[src/rtl/median_sort_sequencer_if.sv]
// ---------------------------------------------------------------------------
// median_sort_sequencer_if
//   Handshake bundle between the window-forming line buffer, the sorter and
//   the output pixel stage.
//
//   in_valid   upstream -> sorter  : in_data holds a window
//   in_ready   sorter   -> upstream: sorter can accept a window this cycle
//   in_data    upstream -> sorter  : N packed samples, element k at
//                                    [(k+1)*DATA_WIDTH-1 : k*DATA_WIDTH]
//   out_valid  sorter   -> down    : sorted result available
//   out_ready  down     -> sorter  : downstream consumes the result
//   out_sorted sorter   -> down    : ascending window, same packing
//   out_median sorter   -> down    : element (N-1)/2 of out_sorted
//
//   master: the environment (upstream + downstream); slave: the sorter.
// ---------------------------------------------------------------------------
interface median_sort_sequencer_if #(
    parameter int DATA_WIDTH = 8,
    parameter int N          = 9
);
    logic                      in_valid;
    logic                      in_ready;
    logic [N*DATA_WIDTH-1:0]   in_data;
    logic                      out_valid;
    logic                      out_ready;
    logic [N*DATA_WIDTH-1:0]   out_sorted;
    logic [DATA_WIDTH-1:0]     out_median;

    modport master (
        output in_valid, in_data, out_ready,
        input  in_ready, out_valid, out_sorted, out_median
    );

    modport slave (
        input  in_valid, in_data, out_ready,
        output in_ready, out_valid, out_sorted, out_median
    );
endinterface

[src/rtl/median_sort_sequencer.sv]
// ---------------------------------------------------------------------------
// median_sort_sequencer
//   Time-multiplexed sorter for the median filter. One window of N samples is
//   loaded into a working array and sorted in place by an odd-even
//   transposition schedule that drives a single comparator, one
//   compare-exchange per clock (N*(N-1)/2 cycles per window). The sorted
//   window and its median are then held until downstream takes them.
//
//   Ports:
//     clk    : sole clock, rising edge
//     rst_n  : asynchronous, active-low reset
//     bus    : median_sort_sequencer_if.slave (window in / result out)
//     busy   : high while sorting
// ---------------------------------------------------------------------------

// Unsigned compare-exchange element: never swaps equal values.
module comparator #(
    parameter int DATA_WIDTH = 8
) (
    input  logic [DATA_WIDTH-1:0] i_a,
    input  logic [DATA_WIDTH-1:0] i_b,
    output logic [DATA_WIDTH-1:0] o_smaller,
    output logic [DATA_WIDTH-1:0] o_greater
);
    logic w_swap;

    assign w_swap    = (i_a > i_b);
    assign o_smaller = w_swap ? i_b : i_a;
    assign o_greater = w_swap ? i_a : i_b;
endmodule

module median_sort_sequencer #(
    parameter int DATA_WIDTH = 8,
    parameter int N          = 9
) (
    input  logic                     clk,
    input  logic                     rst_n,
    median_sort_sequencer_if.slave   bus,
    output logic                     busy
);
    // Counter geometry. j needs at least one bit even when N=3 (single pair).
    localparam int J_MAX = (N - 3) / 2;
    localparam int PW    = $clog2(N);
    localparam int JW    = (J_MAX > 0) ? $clog2(J_MAX + 1) : 1;
    localparam int IW    = $clog2(N);

    localparam logic [PW-1:0] P_LAST = PW'(N - 1);
    localparam logic [JW-1:0] J_LAST = JW'(J_MAX);

    if (N < 3 || (N % 2) == 0) begin : g_bad_n
        $error("median_sort_sequencer: N must be odd and >= 3");
    end

    typedef enum logic [1:0] {
        S_IDLE,
        S_SORT,
        S_DONE
    } state_t;

    state_t                r_state;
    state_t                w_state_nxt;
    logic [DATA_WIDTH-1:0] r_win [N];
    logic [PW-1:0]         r_p;
    logic [JW-1:0]         r_j;

    logic                  w_load;
    logic                  w_last_pair;
    logic [IW-1:0]         w_idx;
    logic [IW-1:0]         w_idx_hi;
    logic [DATA_WIDTH-1:0] w_smaller;
    logic [DATA_WIDTH-1:0] w_greater;

    // Pair index i = 2j + (p mod 2): even phases start at 0, odd at 1.
    assign w_idx       = IW'({r_j, 1'b0}) + IW'(r_p[0]);
    assign w_idx_hi    = w_idx + IW'(1);
    assign w_last_pair = (r_p == P_LAST) && (r_j == J_LAST);

    comparator #(
        .DATA_WIDTH (DATA_WIDTH)
    ) u_comparator (
        .i_a       (r_win[w_idx]),
        .i_b       (r_win[w_idx_hi]),
        .o_smaller (w_smaller),
        .o_greater (w_greater)
    );

    // State register.
    always_ff @(posedge clk or negedge rst_n) begin
        if (!rst_n) begin
            // NOTE: sequential state uses non-blocking assignments so every
            // register samples pre-edge values, regardless of block order.
            r_state <= S_IDLE;
        end else begin
            r_state <= w_state_nxt;
        end
    end

    // Next-state and handshake decode.
    always_comb begin
        // NOTE: every output of this block gets a default first, so no path
        // leaves a signal unassigned and no latch is inferred.
        w_state_nxt  = r_state;
        w_load       = 1'b0;
        bus.in_ready = 1'b0;

        unique case (r_state)
            S_IDLE: begin
                bus.in_ready = 1'b1;
                if (bus.in_valid) begin
                    w_load      = 1'b1;
                    w_state_nxt = S_SORT;
                end
            end
            S_SORT: begin
                if (w_last_pair) begin
                    w_state_nxt = S_DONE;
                end
            end
            S_DONE: begin
                // Releasing the result and accepting the next window share
                // one edge, giving back-to-back throughput of one per C+1.
                bus.in_ready = bus.out_ready;
                if (bus.out_ready) begin
                    if (bus.in_valid) begin
                        w_load      = 1'b1;
                        w_state_nxt = S_SORT;
                    end else begin
                        w_state_nxt = S_IDLE;
                    end
                end
            end
            default: begin
                w_state_nxt = S_IDLE;
            end
        endcase
    end

    // Working array and schedule counters.
    always_ff @(posedge clk or negedge rst_n) begin
        if (!rst_n) begin
            // NOTE: the working array is reset explicitly because the reset
            // output value of out_sorted is defined as all zeros; it is a
            // small register file, not a RAM, so this costs nothing unusual.
            for (int k = 0; k < N; k++) begin
                r_win[k] <= '0;
            end
            r_p <= '0;
            r_j <= '0;
        end else if (w_load) begin
            for (int k = 0; k < N; k++) begin
                r_win[k] <= bus.in_data[k*DATA_WIDTH +: DATA_WIDTH];
            end
            r_p <= '0;
            r_j <= '0;
        end else if (r_state == S_SORT) begin
            r_win[w_idx]    <= w_smaller;
            r_win[w_idx_hi] <= w_greater;
            if (r_j == J_LAST) begin
                r_j <= '0;
                r_p <= r_p + PW'(1);
            end else begin
                r_j <= r_j + JW'(1);
            end
        end
    end

    // Result is read straight out of the working array.
    for (genvar k = 0; k < N; k++) begin : g_pack
        assign bus.out_sorted[k*DATA_WIDTH +: DATA_WIDTH] = r_win[k];
    end

    assign bus.out_median = r_win[(N-1)/2];
    assign bus.out_valid  = (r_state == S_DONE);
    assign busy           = (r_state == S_SORT);
endmodule
[src/flat_wrapper.sv]
// flat-port wrapper written by rule: the top's interface ports become plain ports
module median_sort_sequencer_flat 
#(
    parameter int DATA_WIDTH = 8,
    parameter int N          = 9
)
  (clk, rst_n, busy, bus_in_valid, bus_in_data, bus_out_ready, bus_in_ready, bus_out_valid, bus_out_sorted, bus_out_median);
  median_sort_sequencer_if #(.DATA_WIDTH(DATA_WIDTH), .N(N)) bus_i ();
  input  logic clk;
  input  logic rst_n;
  output logic busy;
  input wire logic [$bits(bus_i.in_valid)-1:0] bus_in_valid;
  input wire logic [$bits(bus_i.in_data)-1:0] bus_in_data;
  input wire logic [$bits(bus_i.out_ready)-1:0] bus_out_ready;
  output wire logic [$bits(bus_i.in_ready)-1:0] bus_in_ready;
  output wire logic [$bits(bus_i.out_valid)-1:0] bus_out_valid;
  output wire logic [$bits(bus_i.out_sorted)-1:0] bus_out_sorted;
  output wire logic [$bits(bus_i.out_median)-1:0] bus_out_median;
  assign bus_i.in_valid = bus_in_valid;
  assign bus_i.in_data = bus_in_data;
  assign bus_i.out_ready = bus_out_ready;
  assign bus_in_ready = bus_i.in_ready;
  assign bus_out_valid = bus_i.out_valid;
  assign bus_out_sorted = bus_i.out_sorted;
  assign bus_out_median = bus_i.out_median;
  median_sort_sequencer #(.DATA_WIDTH(DATA_WIDTH), .N(N)) u_core (.clk(clk), .rst_n(rst_n), .bus(bus_i), .busy(busy));
endmodule
[config.mk]
export PLATFORM = sky130hd
export DESIGN_NAME = median_sort_sequencer_flat
export DESIGN_NICKNAME = d
export VERILOG_FILES = /design/src/rtl/median_sort_sequencer_if.sv /design/src/rtl/median_sort_sequencer.sv /design/src/flat_wrapper.sv
export SDC_FILE = /design/constraint.sdc
export NUM_CORES = 1
export LEC_CHECK = 0
export ABC_AREA = 1
export ABC_CLOCK_PERIOD_IN_PS = 3950
export CAP_MARGIN = 25
export CORE_ASPECT_RATIO = 0.75
export CORE_UTILIZATION = 50
export DETAILED_ROUTE_END_ITERATION = 7
export DONT_BUFFER_PORTS = 1
export GPL_TIMING_DRIVEN = 0
export MAX_ROUTING_LAYER = met4
export PLACE_DENSITY = 0.66
export SYNTH_ARGS = -nofsm -noshare
export SYNTH_HDL_FRONTEND = slang
export SYNTH_SLANG_ARGS = --single-unit
[constraint.sdc]
create_clock -name clk -period 3.95 [get_ports clk]
set_input_delay 0.5925 -clock clk [delete_from_list [all_inputs] [get_ports clk]]
set_output_delay 0.5925 -clock clk [all_outputs]
set_load 0.005 [all_outputs]
==> metrics.txt, run 1 <==
fin. max-slew vios=0; layout net count=around 1300; DR DRC count=0; total die area=between 15000 and 20000 sq um; overall track demand over capacity in global routing=approximately two fifths; Worst path max stage delay=~460 ps; kind of start point of the critical path=register; Post-Syn Area per Cell=6.13 sq um; data arrival time of the critical path=about 4000 ps; setup clock skew after layout=10.1 ps; Crit path max-delay family=simple AND/OR/NAND/NOR gates; final number of hold-violating endpoints=0; proportion of layout cells with a drive suffix above 1=between 10% and 20%; Setup violations, final=0; wire length after detailed routing=roughly 28 mm; most common cell after layout, fill and taps aside=nand2_1; quantity of I/O buffers inserted on ports=0; Layout Area Growth over Synthesis=10.2%; R2R Setup Slk=210 ps; gate count after technology mapping=1185; vias per std cell=approximately 5.7; global-route wire length before repair=approximately 43 mm; leading post-synthesis cells by cell area=dfrtp_1, nand2_1, nand3_1, nor2_1, inv_1; r2r startpoint=u_core.r_p[0]; # rows=37; total CTS buffers=9; area share of xor/xnor cells in the synthesized design=0%; Final Cycle Share=94.7%; count of synthesis-stage warnings from yosys=0; number of buffers and inverters on the critical path=7; detailed placement HPWL=about 21 mm; outcome=finished, final reports clean; final-layout worst hold slack=approximately 130 ps; final global-route overflow total=0; worst-path cell with the longest stage delay=dfrtp_2; post-synthesis adder-cell area fraction=3.27%; Hold Crit Class=input port to async pin; number of antenna violations at the first check in global routing=0; path type of the worst setup path=register to register; Min Clock Period, post-route=about 3700 ps; initial cell density of the core=a little over half; clock slew at reported path FFs=70 ps; core region area=approximately 14000 sq um; routability cong.=just under 1; share of the synthesized area in the top cell type=27.6%; transition at the pin with the smallest max-transition slack=around 800 ps; Initial DRC Count=904; FMAX=roughly 270 MHz; via count of the first global-routing pass=7468; Req. time, crit path=roughly 4200 ps; post-layout util=roughly 57%; series of cell instances along the critical path=buf_4, inv_8, ha_1, buf_4, inv_8, buf_6, nand2_1, nand3_1, nand3_2, nand2_1, inv_1, ha_1, nand2_1, a21oi_1, nor2_2, a21oi_4, buf_8, nand2_2, nand3_1, nand3_1, nand2_1, nand2_1; sequential area share after synthesis=between 20% and 30%; number of max-cap violations=0; maximum clock insertion buffer count=2; distinct cell type count after synthesis=26; width of the chip=between 100 and 150 microns; first-pass iteration count of the detailed router=8; sort of element at the end of the critical path=register; leading area contributor after synthesis=dfrtp_1; commonest cells after routing, fill and taps aside=nand2_1, nand3_1, nor2_1, inv_1, dfrtp_1; Setup Slack @ Placement=-631 ps; largest family of logic cells by synthesized area=simple AND/OR/NAND/NOR gates; TritonCTS clock tree=built; die boundary height=between 100 and 150 microns; number of sinks driven by the clock tree=80; maximum number of pins on one net before global-route repair=81; fraction of synthesized area in multiplexers=0%; Crit Path Max Fanout=16; depth of the worst register-to-register path=22; ANT nets after route=0; number of synthesized register bits=80; total negative slack=0 ps; I/O pin count=about 160; most common cell type on the critical path=nand2_1; Relative slew margins=a little under half; area fraction in compound gates after synthesis=just over 8%; Clock Tree Root=clkbuf_16; Clk Latency, worst-skew pair=between 300 and 400 ps; area fraction in and, or, nand and nor cells after synthesis=roughly half; synthesized net count=about 1300; Clock H-tree levels=3; setup repair after global routing missed its margin=false; worst flop-to-flop path endpoint=u_core.bus.out_median[2]; average routed wire per standard cell=roughly 20 microns; slack of the critical path=~210 ps; diodes inserted=0; DR vias=~8000; area of the mapped netlist=7260 sq um
worst max path at each step:
stage | from | to | slack (ps) | cells after the start
after global placement | u_core.r_j[0] | u_core.bus.out_sorted[6] | -680 | 22
after detailed placement | u_core.r_j[0] | u_core.bus.out_sorted[6] | -630 | 22
final | u_core.r_p[0] | u_core.bus.out_median[2] | 210 | 22
after global routing | u_core.r_p[0] | u_core.bus.out_median[5] | 10 | 24
after CTS | u_core.r_p[0] | u_core.bus.out_sorted[3] | -50 | 23
after floorplan | u_core.r_p[0] | u_core.bus.out_sorted[41] | 510 | 24
what timing repair did:
action,4_1_cts,5_1_grt
hold endpoints to repair,80,0
buffers inserted,3,2
hold buffers,1,0
endpoints found under the setup margin,72,72
pin swaps,2,3
resized for setup,16,28
cloned,0,1
registers in the layout (all words and copies together), names as in the netlist:
| signal | flops |
|---|---|
| u_core.bus.out_median | 8 |
| u_core.bus.out_sorted | 64 |
| u_core.r_j | 2 |
| u_core.r_state | 2 |
| u_core.r_p | 4 |
kinds of logic after synthesis:
kind of cell,after synthesis
AND/OR/NAND/NOR,826
flip-flops,80
buffers and inverters,169
adder cells (fa/ha/maj),19
AO/OA/AOI/OAI,91
routing by layer:
metal	track usage [%]	share of wire, %	routed length, microns	up-vias
li1	-	-	-	3840
met1	59.1	45	12700	3610
met2	52.8	39	11000	544
met3	9.82	14	3920	38
met4	9.32	1.6	452	0
met5	-	0	0	-
cell type report:
type | instances | area, sq um
Buffer | 58 | 393
Clock buffer | 10 | 229
Clock inverter | 5 | 35.0
Fill cell | 1420 | 5930
Inverter | 110 | 433
Multi-Input combinational cell | 937 | 4600
Sequential cell | 80 | 2000
Tap cell | 195 | 244
Timing Repair Buffer | 6 | 65.1
Yosys cell counts:
cell / count
inv_1: 102
buf_1: 8
o211ai_1: 6
o31ai_4: 8
nand2_2: 20
buf_4: 14
o21ai_0: 41
or2_2: 1
buf_2: 18
o21ai_1: 7
inv_2: 6
dfrtp_1: 80
a21oi_1: 28
inv_4: 2
nor2_4: 13
nor2_1: 132
nor2_2: 5
nand2_1: 414
nand3_2: 7
nand2_4: 3
ha_1: 19
clkbuf_1: 10
nand3_1: 218
buf_6: 9
a21o_1: 1
nand4_1: 13
worst register-to-register path: cells and delay by family (launching register included):
family / cells / cell delay (ps)
compound gates: 2 / 410
fa+ha+maj: 2 / 520
buf+inv: 7 / 1050
flops: 1 / 460
simple gates: 11 / 1190
metrics by stage:
| step | cells | cell area [sq um] |
|---|---|---|
| 2_1_floorplan | 1185 | 7260 |
| 3_3_place_gp | 1380 | 7500 |
| 3_5_place_dp | 1380 | 7500 |
| 4_1_cts | 1398 | 7880 |
| 5_1_grt | 1401 | 8000 |
| 6_report | 1401 | 8000 |
Power of run 1 is left out: the tool's default activity adds up to more than one toggle a clock period on the data nets, which glitch-free logic cannot reach.
==> run 2, diff against run 1 <==
Settings changed: CORE_MARGIN set to 5, SETUP_SLACK_MARGIN set to 0.15.
==> run 2 against run 1 <==
Critical path type unchanged. First-iteration DRC count rose by 9.3%. Core utilization increased by 1.4 points. Sequential share of layout area fell by 1.3 points. Die area is 14% higher. Via count up 2.2%. Hold slack got worse by 5.0 ps. Cell area grew 5.5%. Wire length increased by 10%. Register-to-register slack improved by 30 ps. Non-clock buffer count is 12 higher. Final cell count increased by 1.6%.
==> metrics.txt, run 2 (same netlist as run 1, synthesis figures left out) <==
proportion of layout cells with a drive suffix above 1=between 10% and 20%; quantity of I/O buffers inserted on ports=0; Setup violations, final=0; Hold Crit Class=input port to async pin; number of antenna violations at the first check in global routing=0; final global-route overflow total=0; FMAX=around 270 MHz; setup repair after global routing missed its margin=false; wire length after detailed routing=30.9 mm; number of sinks driven by the clock tree=80; Layout Area Growth over Synthesis=16.3%; core region area=14400 sq um; final number of hold-violating endpoints=0; Initial DRC Count=a little under 1000; overall track demand over capacity in global routing=a little over a third; Crit Path Max Fanout=8; total negative slack=0 ps; kind of start point of the critical path=register; r2r startpoint=u_core.r_j[0]; outcome=finished, final reports clean; I/O pin count=~160; path type of the worst setup path=register to register; TritonCTS clock tree=built; data arrival time of the critical path=just under 4000 ps; Largest register FFs=between 60 and 70; Clock Tree Root=clkbuf_16; Relative slew margins=between 40 and 50%; via count of the first global-routing pass=between 7000 and 8000; final-layout fill cell count=~1500; diodes inserted=0; vias per std cell=around 5.8; Non-Filler Cell Area, Final=around 8400 sq um; worst flop-to-flop path endpoint=u_core.bus.out_sorted[45]; worst setup path endpoint=u_core.bus.out_sorted[45]; Min Clock Period, post-route=~3700 ps; Critical path origin=u_core.r_j[0]; ANT nets after route=0; routability cong.=1.04; R2R Setup Slk=approximately 240 ps; slack of the critical path=242 ps; Clk Latency, worst-skew pair=between 300 and 400 ps; initial cell density of the core=between 50 and 60%; detailed placement HPWL=about 23 mm; Req. time, crit path=4200 ps; maximum number of pins on one net before global-route repair=81; area of placed instances=roughly 7500 sq um; number of max-cap violations=0; total die area=17100 sq um; layout net count=1313; commonest cells after routing, fill and taps aside=nand2_1, nand3_1, nor2_1, inv_1, dfrtp_1; post-layout util=58.8%; # rows=38; setup clock skew after layout=13.0 ps; sort of element at the end of the critical path=register; Final Cycle Share=93.9%; Setup Slack @ Placement=-590 ps; DR vias=~8200; fin. max-slew vios=0; width of the chip=approximately 150 microns; die boundary height=around 110 microns; global-route wire length before repair=44.6 mm; first-pass iteration count of the detailed router=8; clock slew at reported path FFs=~80 ps; total CTS buffers=9; transition at the pin with the smallest max-transition slack=797 ps; Clock H-tree levels=3; maximum clock insertion buffer count=2; depth of the worst register-to-register path=22; average routed wire per standard cell=21.7 microns; DR DRC count=0; most common cell after layout, fill and taps aside=nand2_1
-- run 2: cell types whose count changed in the layout (fill, tap and decap cells not counted), moves of 4 or more --
cell,before,now
nand2_4,11,25
nand2_2,17,11
buf_4,20,26
clkinvlp_4,4,0
nand3_1,216,211
nand3_4,5,11
nand2_1,409,401
-- run 2: repair_timing --
| item | CTS | global route |
|---|---|---|
| hold buffers | 1 | 0 |
| gates resized for setup | 44 | 44 |
| hold endpoints to repair | 80 | 0 |
| endpoints found under the setup margin | 72 | 72 |
| buffers inserted | 6 | 7 |
| cloned | 1 | 7 |
| pin swaps | 3 | 9 |
-- run 2: routing by layer --
layer	routed length, microns	track usage (%)
met1	13600	54.1
met3	4690	11.1
met4	435	7.62
met5	0	-
met2	12200	47.3
-- run 2: metrics by stage --
| stage | std cells | hold slack (ps) |
|---|---|---|
| finish | 1423 | 130 |
| global route | 1423 | 159 |
| CTS | 1409 | 152 |
| detailed placement | 1385 | 299 |
| global placement | 1385 | 298 |
| floorplan | 1185 | 297 |
-- run 2: worst min path at each step --
stage | startpoint | endpoint
after floorplan | rst_n | u_core.bus.out_median[0]
after global placement | rst_n | u_core.r_state[1]
after detailed placement | rst_n | u_core.r_state[1]
after CTS | rst_n | u_core.bus.out_sorted[54]
after global routing | rst_n | u_core.bus.out_sorted[19]
final | rst_n | u_core.r_p[0]
-- run 2: cell type report --
type / instances / area (sq um) / area share, %
clock buffer: 10 / 239 / 2.83
buffer: 59 / 424 / 5.02
inverter: 110 / 428 / 5.07
clock inverter: 6 / 73.8 / 0.874
sequential: 80 / 2010 / 23.7
timing repair buffer: 17 / 200 / 2.37
tap: 200 / 250 / 2.96
multi-input combinational: 941 / 4820 / 57.1
-- run 2: worst max-delay path, stage by stage, from the launching register on --
cell and delay [ps]:
dfrtp_2 420, buf_4 210, ha_1 250, nand2_2 220, inv_4 170, nand2_2 100, nor2_4 190, nand2_1 210
nand2_2 140, inv_1 50, ha_1 280, nand2_1 60, nor2_2 150, nand4_1 220, inv_2 140, a21oi_4 60
clkbuf_16 180, nand2_1 110, nand2_4 120, nand2_1 80, nand3_1 80, nand2_1 110, nand2_1 50
Power of run 2 is left out for the same reason.
